**src/rtl/cnt_calendar.sv**
```systemverilog
// rtl/cnt_calendar.sv - BCD calendar counter (day/month/year/weekday) with validated load
//
// Purpose:
//   Advances a BCD date and an incrementing weekday by one on each ENABLE tick.
//   The tick normally comes from the time-of-day counter's day carry.
//   Gregorian leap years are handled. A date load is written only if it is valid.
//   Optional macro CNT_CALENDAR_DOWN_EN adds a DIR input for counting backwards.
//
// Ports:
//   CLK        in   system clock
//   RESET      in   synchronous active-high reset, loads INIT_* values
//   ENABLE     in   one-cycle day-advance tick
//   DIR        in   (CNT_CALENDAR_DOWN_EN only) 1 = step back one day
//   LOAD       in   one-cycle load request
//   LOAD_YEAR  in   BCD year to load, 4*YEAR_DIGITS bits
//   LOAD_MONTH in   BCD month to load
//   LOAD_DAY   in   BCD day to load
//   LOAD_WDAY  in   weekday to load, 0=Sunday..6=Saturday
//   day        out  BCD day 01..31
//   month      out  BCD month 01..12
//   year       out  BCD year
//   week_day   out  weekday 0..6
//   is_leap    out  current year is a leap year (combinational)
//   CARRY_out  out  one-cycle pulse when the year wraps
//   LOAD_ACK   out  one-cycle pulse when a load is accepted
//   LOAD_ERR   out  one-cycle pulse when a load is rejected

module cnt_calendar #(
    parameter int          YEAR_DIGITS = 4,
    parameter logic [15:0] INIT_YEAR   = 16'h2000,
    parameter logic [7:0]  INIT_MONTH  = 8'h01,
    parameter logic [7:0]  INIT_DAY    = 8'h01,
    parameter logic [2:0]  INIT_WDAY   = 3'd6
) (
    input  logic                     CLK,
    input  logic                     RESET,
    input  logic                     ENABLE,
`ifdef CNT_CALENDAR_DOWN_EN
    input  logic                     DIR,
`endif
    input  logic                     LOAD,
    input  logic [4*YEAR_DIGITS-1:0] LOAD_YEAR,
    input  logic [7:0]               LOAD_MONTH,
    input  logic [7:0]               LOAD_DAY,
    input  logic [2:0]               LOAD_WDAY,
    output logic [7:0]               day,
    output logic [7:0]               month,
    output logic [4*YEAR_DIGITS-1:0] year,
    output logic [2:0]               week_day,
    output logic                     is_leap,
    output logic                     CARRY_out,
    output logic                     LOAD_ACK,
    output logic                     LOAD_ERR
);

    localparam int YW = 4 * YEAR_DIGITS;

    logic [7:0]    r_day;
    logic [7:0]    r_month;
    logic [YW-1:0] r_year;
    logic [2:0]    r_wday;
    logic          r_carry;
    logic          r_ack;
    logic          r_err;

    logic          w_cur_leap;
    logic          w_load_leap;
    logic [YW-1:0] w_year_inc;
    logic [YW-1:0] w_year_dec;
    logic          w_year_all9;
    logic          w_year_all0;
    logic          w_load_ok;
    logic [7:0]    w_adv_day;
    logic [7:0]    w_adv_month;
    logic [YW-1:0] w_adv_year;
    logic [2:0]    w_adv_wday;
    logic          w_adv_carry;

    // A two-digit BCD number is divisible by 4 when an even tens digit pairs
    // with units 0/4/8, or an odd tens digit pairs with units 2/6.
    function automatic logic f_div4(input logic tens_lsb, input logic [3:0] units);
        if (tens_lsb)
            f_div4 = (units == 4'd2) || (units == 4'd6);
        else
            f_div4 = (units == 4'd0) || (units == 4'd4) || (units == 4'd8);
    endfunction

    function automatic logic [7:0] f_dim(input logic [7:0] m, input logic leap);
        case (m)
            8'h02:                      f_dim = leap ? 8'h29 : 8'h28;
            8'h04, 8'h06, 8'h09, 8'h11: f_dim = 8'h30;
            default:                    f_dim = 8'h31;
        endcase
    endfunction

    function automatic logic [7:0] f_inc8(input logic [7:0] b);
        if (b[3:0] == 4'd9)
            f_inc8 = {b[7:4] + 4'd1, 4'd0};
        else
            f_inc8 = {b[7:4], b[3:0] + 4'd1};
    endfunction

    function automatic logic [7:0] f_dec8(input logic [7:0] b);
        if (b[3:0] == 4'd0)
            f_dec8 = {b[7:4] - 4'd1, 4'd9};
        else
            f_dec8 = {b[7:4], b[3:0] - 4'd1};
    endfunction

    // Century rule only exists with four digits: a year ending in 00 is leap
    // only if its upper two digits are themselves divisible by 4.
    generate
        if (YEAR_DIGITS == 4) begin : g_leap4
            assign w_cur_leap  = f_div4(r_year[4], r_year[3:0]) &&
                                 ((r_year[7:0] != 8'h00) || f_div4(r_year[12], r_year[11:8]));
            assign w_load_leap = f_div4(LOAD_YEAR[4], LOAD_YEAR[3:0]) &&
                                 ((LOAD_YEAR[7:0] != 8'h00) || f_div4(LOAD_YEAR[12], LOAD_YEAR[11:8]));
        end else begin : g_leap2
            assign w_cur_leap  = f_div4(r_year[4], r_year[3:0]);
            assign w_load_leap = f_div4(LOAD_YEAR[4], LOAD_YEAR[3:0]);
        end
    endgenerate

    assign w_year_all9 = (r_year == {YEAR_DIGITS{4'h9}});
    assign w_year_all0 = (r_year == '0);

    // Ripple increment/decrement across all BCD year digits.
    always_comb begin : p_year_step
        logic       inc_c;
        logic       dec_b;
        logic [3:0] nib_i;
        logic [3:0] nib_d;
        inc_c      = 1'b1;
        dec_b      = 1'b1;
        w_year_inc = '0;
        w_year_dec = '0;
        for (int i = 0; i < YEAR_DIGITS; i++) begin
            nib_i = r_year[4*i +: 4];
            nib_d = r_year[4*i +: 4];
            if (inc_c) begin
                if (nib_i == 4'd9) begin
                    nib_i = 4'd0;
                end else begin
                    nib_i = nib_i + 4'd1;
                    inc_c = 1'b0;
                end
            end
            if (dec_b) begin
                if (nib_d == 4'd0) begin
                    nib_d = 4'd9;
                end else begin
                    nib_d = nib_d - 4'd1;
                    dec_b = 1'b0;
                end
            end
            w_year_inc[4*i +: 4] = nib_i;
            w_year_dec[4*i +: 4] = nib_d;
        end
    end

    always_comb begin : p_load_check
        logic nib_ok;
        nib_ok = (LOAD_MONTH[7:4] <= 4'd9) && (LOAD_MONTH[3:0] <= 4'd9) &&
                 (LOAD_DAY[7:4]   <= 4'd9) && (LOAD_DAY[3:0]   <= 4'd9);
        for (int i = 0; i < YEAR_DIGITS; i++) begin
            if (LOAD_YEAR[4*i +: 4] > 4'd9)
                nib_ok = 1'b0;
        end
        // With all nibbles legal, BCD values compare correctly as binary.
        w_load_ok = nib_ok &&
                    (LOAD_MONTH >= 8'h01) && (LOAD_MONTH <= 8'h12) &&
                    (LOAD_DAY >= 8'h01) && (LOAD_DAY <= f_dim(LOAD_MONTH, w_load_leap)) &&
                    (LOAD_WDAY <= 3'd6);
    end

    always_comb begin : p_advance
        logic [7:0] prev_m;
        w_adv_day   = r_day;
        w_adv_month = r_month;
        w_adv_year  = r_year;
        w_adv_wday  = r_wday;
        w_adv_carry = 1'b0;
        prev_m      = f_dec8(r_month);
`ifdef CNT_CALENDAR_DOWN_EN
        if (DIR) begin
            w_adv_wday = (r_wday == 3'd0) ? 3'd6 : r_wday - 3'd1;
            if (r_day == 8'h01) begin
                if (r_month == 8'h01) begin
                    w_adv_month = 8'h12;
                    w_adv_day   = 8'h31;
                    w_adv_year  = w_year_dec;
                    w_adv_carry = w_year_all0;
                end else begin
                    // Only February's length depends on the year, and the
                    // previous month is in the current year unless it is December.
                    w_adv_month = prev_m;
                    w_adv_day   = f_dim(prev_m, w_cur_leap);
                end
            end else begin
                w_adv_day = f_dec8(r_day);
            end
        end else
`endif
        begin
            w_adv_wday = (r_wday == 3'd6) ? 3'd0 : r_wday + 3'd1;
            if (r_day < f_dim(r_month, w_cur_leap)) begin
                w_adv_day = f_inc8(r_day);
            end else begin
                w_adv_day = 8'h01;
                if (r_month == 8'h12) begin
                    w_adv_month = 8'h01;
                    w_adv_year  = w_year_inc;
                    w_adv_carry = w_year_all9;
                end else begin
                    w_adv_month = f_inc8(r_month);
                end
            end
        end
    end

    always_ff @(posedge CLK) begin
        if (RESET) begin
            r_day   <= INIT_DAY;
            r_month <= INIT_MONTH;
            r_year  <= INIT_YEAR[YW-1:0];
            r_wday  <= INIT_WDAY;
            r_carry <= 1'b0;
            r_ack   <= 1'b0;
            r_err   <= 1'b0;
        end else begin
            r_carry <= 1'b0;
            r_ack   <= 1'b0;
            r_err   <= 1'b0;
            if (LOAD) begin
                // A same-cycle ENABLE is dropped, whether or not the load is valid.
                if (w_load_ok) begin
                    r_day   <= LOAD_DAY;
                    r_month <= LOAD_MONTH;
                    r_year  <= LOAD_YEAR;
                    r_wday  <= LOAD_WDAY;
                    r_ack   <= 1'b1;
                end else begin
                    r_err   <= 1'b1;
                end
            end else if (ENABLE) begin
                r_day   <= w_adv_day;
                r_month <= w_adv_month;
                r_year  <= w_adv_year;
                r_wday  <= w_adv_wday;
                r_carry <= w_adv_carry;
            end
        end
    end

    assign day       = r_day;
    assign month     = r_month;
    assign year      = r_year;
    assign week_day  = r_wday;
    assign is_leap   = w_cur_leap;
    assign CARRY_out = r_carry;
    assign LOAD_ACK  = r_ack;
    assign LOAD_ERR  = r_err;

endmodule

```
**config.mk**
```make
export PLATFORM = sky130hd
export DESIGN_NAME = cnt_calendar
export DESIGN_NICKNAME = d
export VERILOG_FILES = /design/src/rtl/cnt_calendar.sv
export SDC_FILE = /design/constraint.sdc
export NUM_CORES = 1
export LEC_CHECK = 0
export BUFFER_PORTS_ARGS = -buffer_cell sky130_fd_sc_hd__clkbuf_2
export CAP_MARGIN = 20
export CORE_MARGIN = 2
export CORE_UTILIZATION = 48
export DETAILED_ROUTE_END_ITERATION = 10
export HOLD_SLACK_MARGIN = 0.02
export PLACE_DENSITY = 0.77
export SKIP_LAST_GASP = 1
export SYNTH_ARGS = -nofsm -noshare
export SYNTH_HDL_FRONTEND = slang
export SYNTH_SLANG_ARGS = --single-unit
```
**constraint.sdc**
```tcl
create_clock -name CLK -period 3.36 [get_ports CLK]
set_clock_uncertainty 0.15 [all_clocks]
set_input_delay 0.336 -clock CLK [delete_from_list [all_inputs] [get_ports CLK]]
set_output_delay 0.336 -clock CLK [all_outputs]
set_load 0.03 [all_outputs]
```
# Word level (Yosys, flattened, before mapping)
# Index checks and enable logic that the tools add are counted.
[totals]
regBits = 38
inputBits = 39
output_inout_bits = 39
elab_cells = 170
[classes]
add_sub_neg = 9
order_cmp = 14
eq_ne = 38
muxes = 46
bitwise = 3
n_reduce_logical = 48
[ops]
columns = ["cell", "n"]
rows = [
  ["$mux 8", 11],
  ["$mux 16", 5],
  ["$eq 4x4->1 const B", 10],
  ["$add 4x1->4 const B", 8],
  ["$eq 4x3->1 const B", 8],
  ["$eq 8x3->1 const B", 4],
  ["$mux 4", 7],
  ["$eq 8x5->1 const B", 3],
  ["$pmux 5 s2", 2],
  ["$mux 1", 17],
  ["$eq 16x16->1 const B", 1],
  ["$eq 4x2->1 const B", 4],
  ["$eq 8x2->1 const B", 2],
  ["$eq 8x4->1 const B", 2],
  ["$ge 8x1->1 const B", 2],
  ["$gt 4x4->1 const B", 4],
  ["$le 4x4->1 const B", 4],
  ["$logic_not 4->1", 4],
  ["$reduce_bool 8->1", 2],
  ["$reduce_and 5->1", 3],
  ["$logic_or 1x1->1", 14],
  ["$mux 3", 4],
  ["$logic_and 1x1->1", 10],
  ["$reduce_bool 2->1", 5],
  ["17 further kinds", 22],
]

# Logic depth before layout (Yosys ltp)
[logic_depth]
word_depth = 15
depth_mapped = 13
ltp_nobuf = 12

# Least setup slack after synthesis
# OpenSTA, ideal clock, no wires.
[synth_timing]
kind = "register to register"
from = "reg r_month[1], in the netlist month[1]"
to = "reg r_day[0], in the netlist day[0]"
setup_time_ps = 122
t_arrival_ps = 3099
t_required_ps = 3088
setup_slack_ps = -11
path_stages_with_launch = 13
path_buffers = 2
period_less_slack_ps = 3371
path_cell_list = "dfxtp_1 buf_2 nor4b_2 and3_1 inv_2 ha_1 or2_2 a31oi_1 nor2_1 a211oi_2 buf_2 o21ai_0 a221o_1"
[synth_via]
elab_chain_cells = 7
word_cells_on_any_way = 11
cone_classes = "1 x order compare; 5 x eq/ne; 4 x mux; 1 x reduce/logical"
[synth_rtl]
columns = ["item", "line_no", "rtl"]
rows = [
  ["start, declared", "59", "logic [7:0] r_month;"],
  ["start signal, assigned", "247", "r_month <= w_adv_month;"],
  ["$eq 8x3->1, or another cell as far along", "89", "case (m)"],
  ["$reduce_or 4->1", "89", ""],
  ["$pmux 5 s2 (*)", "89", ""],
  ["$lt 8x8->1 (*)", "206", "if (r_day < f_dim(r_month, w_cur_leap)) begin"],
  ["$mux 8 (*)", "206", ""],
  ["$mux 8 (*)", "245", "end else if (ENABLE) begin"],
  ["$mux 8 (*)", "234", "if (LOAD) begin"],
  ["end signal, assigned", "246", "r_day <= w_adv_day;"],
  ["end, declared", "58", "logic [7:0] r_day;"],
]
# Mark *: on every way between the ends. The rest lies on a longest branch, timed or not. The select of a mux whose other input is x is not followed.
# A chain may end at the register's enable or synchronous reset.

# Final worst setup path
[layout_timing]
from = "reg r_month[3], in the netlist month[3]"
to = "reg r_month[7], in the netlist month[7]"
[layout_via]
elab_chain_cells = 6
word_cells_on_any_way = 17
cone_classes = "1 x order compare; 8 x eq/ne; 5 x mux; 3 x reduce/logical"
[layout_rtl]
columns = ["item", "line_no"]
rows = [
  ["$eq 8x3->1, or another cell as far along", "89"],
  ["$reduce_or 4->1", "89"],
  ["$pmux 5 s2", "89"],
  ["$lt 8x8->1", "206"],
  ["$ne 2x2->1 (no line)", "-"],
  ["$reduce_and 4->1 (no line)", "-"],
]
# Parallel ways exist; a longest one is shown, timed or not. The select of a mux whose other input is x is not followed.

==> results.cfg <==
[clock_network]
htree_levels = 2
clk_pin_slew_ns = 0.08
cts_buffers = 5
clock-sinks = 38
cts-root-buf = clkbuf_8
clock_path_buffers = 2
cts_tree = yes
hold_buffers = 0
clkLatencyLatePin_ns = 0.30

[placed_design]
port_buffers = 77
post_dp_cell_area_mm2 = 0.00357
routabilityCongestion = 0.938
dpl.hpwl_um = 6810
post-place-ws_ns = -0.154
dp_cells = 547

[sta]
hold_violations = 0
finalMaxSlewViolations = 0
finalCritPeriodShare_pct = 94.9
setup_viol = 0
min_period_ns = 3.19
worst_slew_pin_slew_ns = 0.680
fmax_ghz = 0.314
slew_headroom_pct = 54.6
setup_ws_ns = 0.171
rsz0062_at_grt = true

[logic_synthesis]
synthArstFlopShare_pct = 0
yosysUniqueCellTypes = 65
synth_nets = 443
synthTopCellsByArea = dfxtp_1 (26%), a21oi_1 (5.0%), o21ai_0 (4.7%)
avgSynthCellArea_um2 = 7.58
netlist_instances = 393
ys_seq_area_share_pct = 25.5
netlist_area_mm2 = 0.00298
synth_largest_area_cell = dfxtp_1
synth_top_area_share_pct = 25.5
ys_ff_latch = 38
synth_edf_count = 0
yosysWarnings = 0
synthFlopType = dfxtp_1

[cells_and_area]
stdcell_count = 555
nFillCells = 568
postLayoutCellArea_mm2 = 0.00370
area_delta_synth_final_pct = 24.1
antennaDiodeCount = 0
layout.nets = 529
drive_gt1_share_pct = 27.5

[floorplan]
dieWidth_um = 82.8
initial_core_util_pct = 50.0
die_area_mm2 = 0.00685
io_pins = 78
die_h_um = 82.8
coreArea_mm2 = 0.00596
rows = 28

[pwr]
cellPowerDensity_mw_per_mm2 = 291
irDropWorstVdd_mv = 0.227
power_mw = 1.08
p_leak_nw = 1.47

[grt]
grt_max_degree = 56
antenna_found_initial = 0
grt_pass1_vias = 3000
overflow = 0
grt_pass1_wl_um = 14500
grt_usage_pct = 27.6

[routing]
drtPass1Iterations = 5
vias = 3488
detail-route-antenna-nets = 0
postRouteWirelength_um = 9230
drt-initial-drc-count = 282
wl_per_cell_um = 16.6
routed_via_density = 6.28
drc = 0

[flow_run]
cap_violations = 0

[critical_path]
cp.depth = 11
critPathTopFamily = simple AND/OR/NAND/NOR gates
cp_slowest_cell = or4_4
cp.arrival_ns = 3.25
critical_path_class = register to register
max_stage_delay_ns = 0.44
cp.buffers_inverters = 2
end_kind = register
r2r_cells = 11
crit_path_cell_trace = nor4b_4 > and3_2 > inv_2 > ha_1 > or4_4 > a211oi_4 > a21oi_2 > a211o_1 > buf_4 > and3_1 > a211oi_1
critical_path_required_ns = 3.42
cp_max_fo = 13
startpoint_type = register

[status]
status = finished, final reports clean

[worst_hold_path]
holdPathStages = 3
hp-class = input port to register
worst min-delay path, stage by stage:
cell and delay, ns:
clkbuf_2 0.09, a211oi_1 0.06, mux2i_1 0.11
report_power, final:
group          switching, mW  internal (mW)
sequential            0.0196          0.463
combinational          0.161         0.0998
clock                  0.168          0.166
total                  0.348          0.729
synth_stat cells, drive strengths merged, types with 3 or more instances:
| library cell | instances |
|---|---|
| dfxtp | 38 |
| a21oi | 31 |
| o21ai | 30 |
| nand2 | 28 |
| nor2 | 27 |
| inv | 23 |
| clkbuf | 16 |
| nand3 | 14 |
| a211oi | 13 |
| buf | 13 |
| ha | 11 |
| nand2b | 10 |
| a31oi | 9 |
| nor3 | 9 |
| a22oi | 8 |
| nand4 | 7 |
| and3 | 6 |
| o211ai | 6 |
| o31ai | 6 |
| a32oi | 5 |
| mux2i | 5 |
| nand3b | 5 |
| nor3b | 5 |
| or4 | 5 |
| a2111oi | 4 |
| a211o | 4 |
| a221oi | 4 |
| nor4 | 4 |
| nor4b | 4 |
| o41ai | 4 |
| a32o | 3 |
| or2 | 3 |
| xnor2 | 3 |
layer usage:
metal	global-route usage (%)	part of all wire [%]	vias to the layer above
li1	-	-	1684
met1	38.1	44	1636
met5	0	0	-
met2	45.2	47	154
met4	7.54	1.6	0
met3	3.68	7.5	14
flip-flops by register name (all words and copies together) (netlist names):
name	count
year	16
day	8
month	8
week_day	3
CARRY_out	1
LOAD_ACK	1
LOAD_ERR	1
what timing repair did:
action | 4_1_cts | 5_1_grt
resized for setup | 0 | 5
buffers inserted | 0 | 0
endpoints found under the setup margin | 0 | 20
hold endpoints to repair | 0 | 0
metrics by stage:
step	TNS, ns	util (%)	hold slack, ns
finish	0	62.1	0.193
global route	-0.190	62.1	0.234
global placement	-0.108	60.0	0.337
CTS	0	61.6	0.186
detailed placement	-0.778	60.0	0.341
floorplan	0	-	0.380
layout make-up:
type	count	area [µm²]	share of cell area [%]
well taps	75	93.8	2.54
flip-flops and latches	38	761	20.6
multi-input cells	303	2050	55.4
inverters	23	86.3	2.34
clock buffers	7	86.3	2.34
repair buffers	108	618	16.7
clock inverters	1	5.00	0.135
path summary, 6_finish.rpt:
kind / from / endpoint / slack [ns]
setup / recovery: month[3] / month[7] / 0.17
hold / removal: LOAD_YEAR[13] / year[13] / 0.19
setup reg to reg: month[3] / month[7] / 0.17
hold reg to reg: year[15] / year[15] / 0.36
cell families (layout without fill, tap and decap cells):
| family | Yosys count | count (layout) | synth area share, % |
|---|---|---|---|
| flops | 38 | 38 | 25.5 |
| fa+ha+maj | 11 | 11 | 4.62 |
| compound gates | 143 | 143 | 33.5 |
| mux | 5 | 5 | 1.68 |
| simple gates | 141 | 141 | 26.8 |
| buf+inv | 52 | 139 | 7.01 |
| xor+xnor | 3 | 3 | 0.882 |
layout by cell type, fill, tap and decap left out, types with 3 or more instances in the layout:
cell / netlist / routed
nor3_1: 9 / 9
a32o_1: 3 / 3
ha_1: 11 / 11
nor4_1: 4 / 4
nand2b_1: 10 / 10
inv_1: 22 / 22
o21ai_0: 28 / 28
o31ai_1: 6 / 6
or4_1: 4 / 4
nand3_1: 14 / 14
nand4_1: 7 / 7
a22oi_1: 8 / 8
nor2_1: 27 / 27
clkbuf_8: 0 / 6
a32oi_1: 5 / 5
xnor2_1: 3 / 3
a221oi_1: 3 / 3
nand3b_1: 5 / 5
or2_2: 3 / 3
a21oi_1: 30 / 30
a2111oi_0: 3 / 3
a211o_1: 4 / 4
o41ai_1: 4 / 4
a211oi_1: 11 / 11
o211ai_1: 6 / 6
a31oi_1: 9 / 8
nand2_1: 28 / 28
clkbuf_2: 0 / 77
nor3b_1: 4 / 4
mux2i_1: 5 / 5
buf_4: 0 / 31
and3_1: 6 / 5
dfxtp_1: 38 / 38
Power figures use the tool's default switching activity.
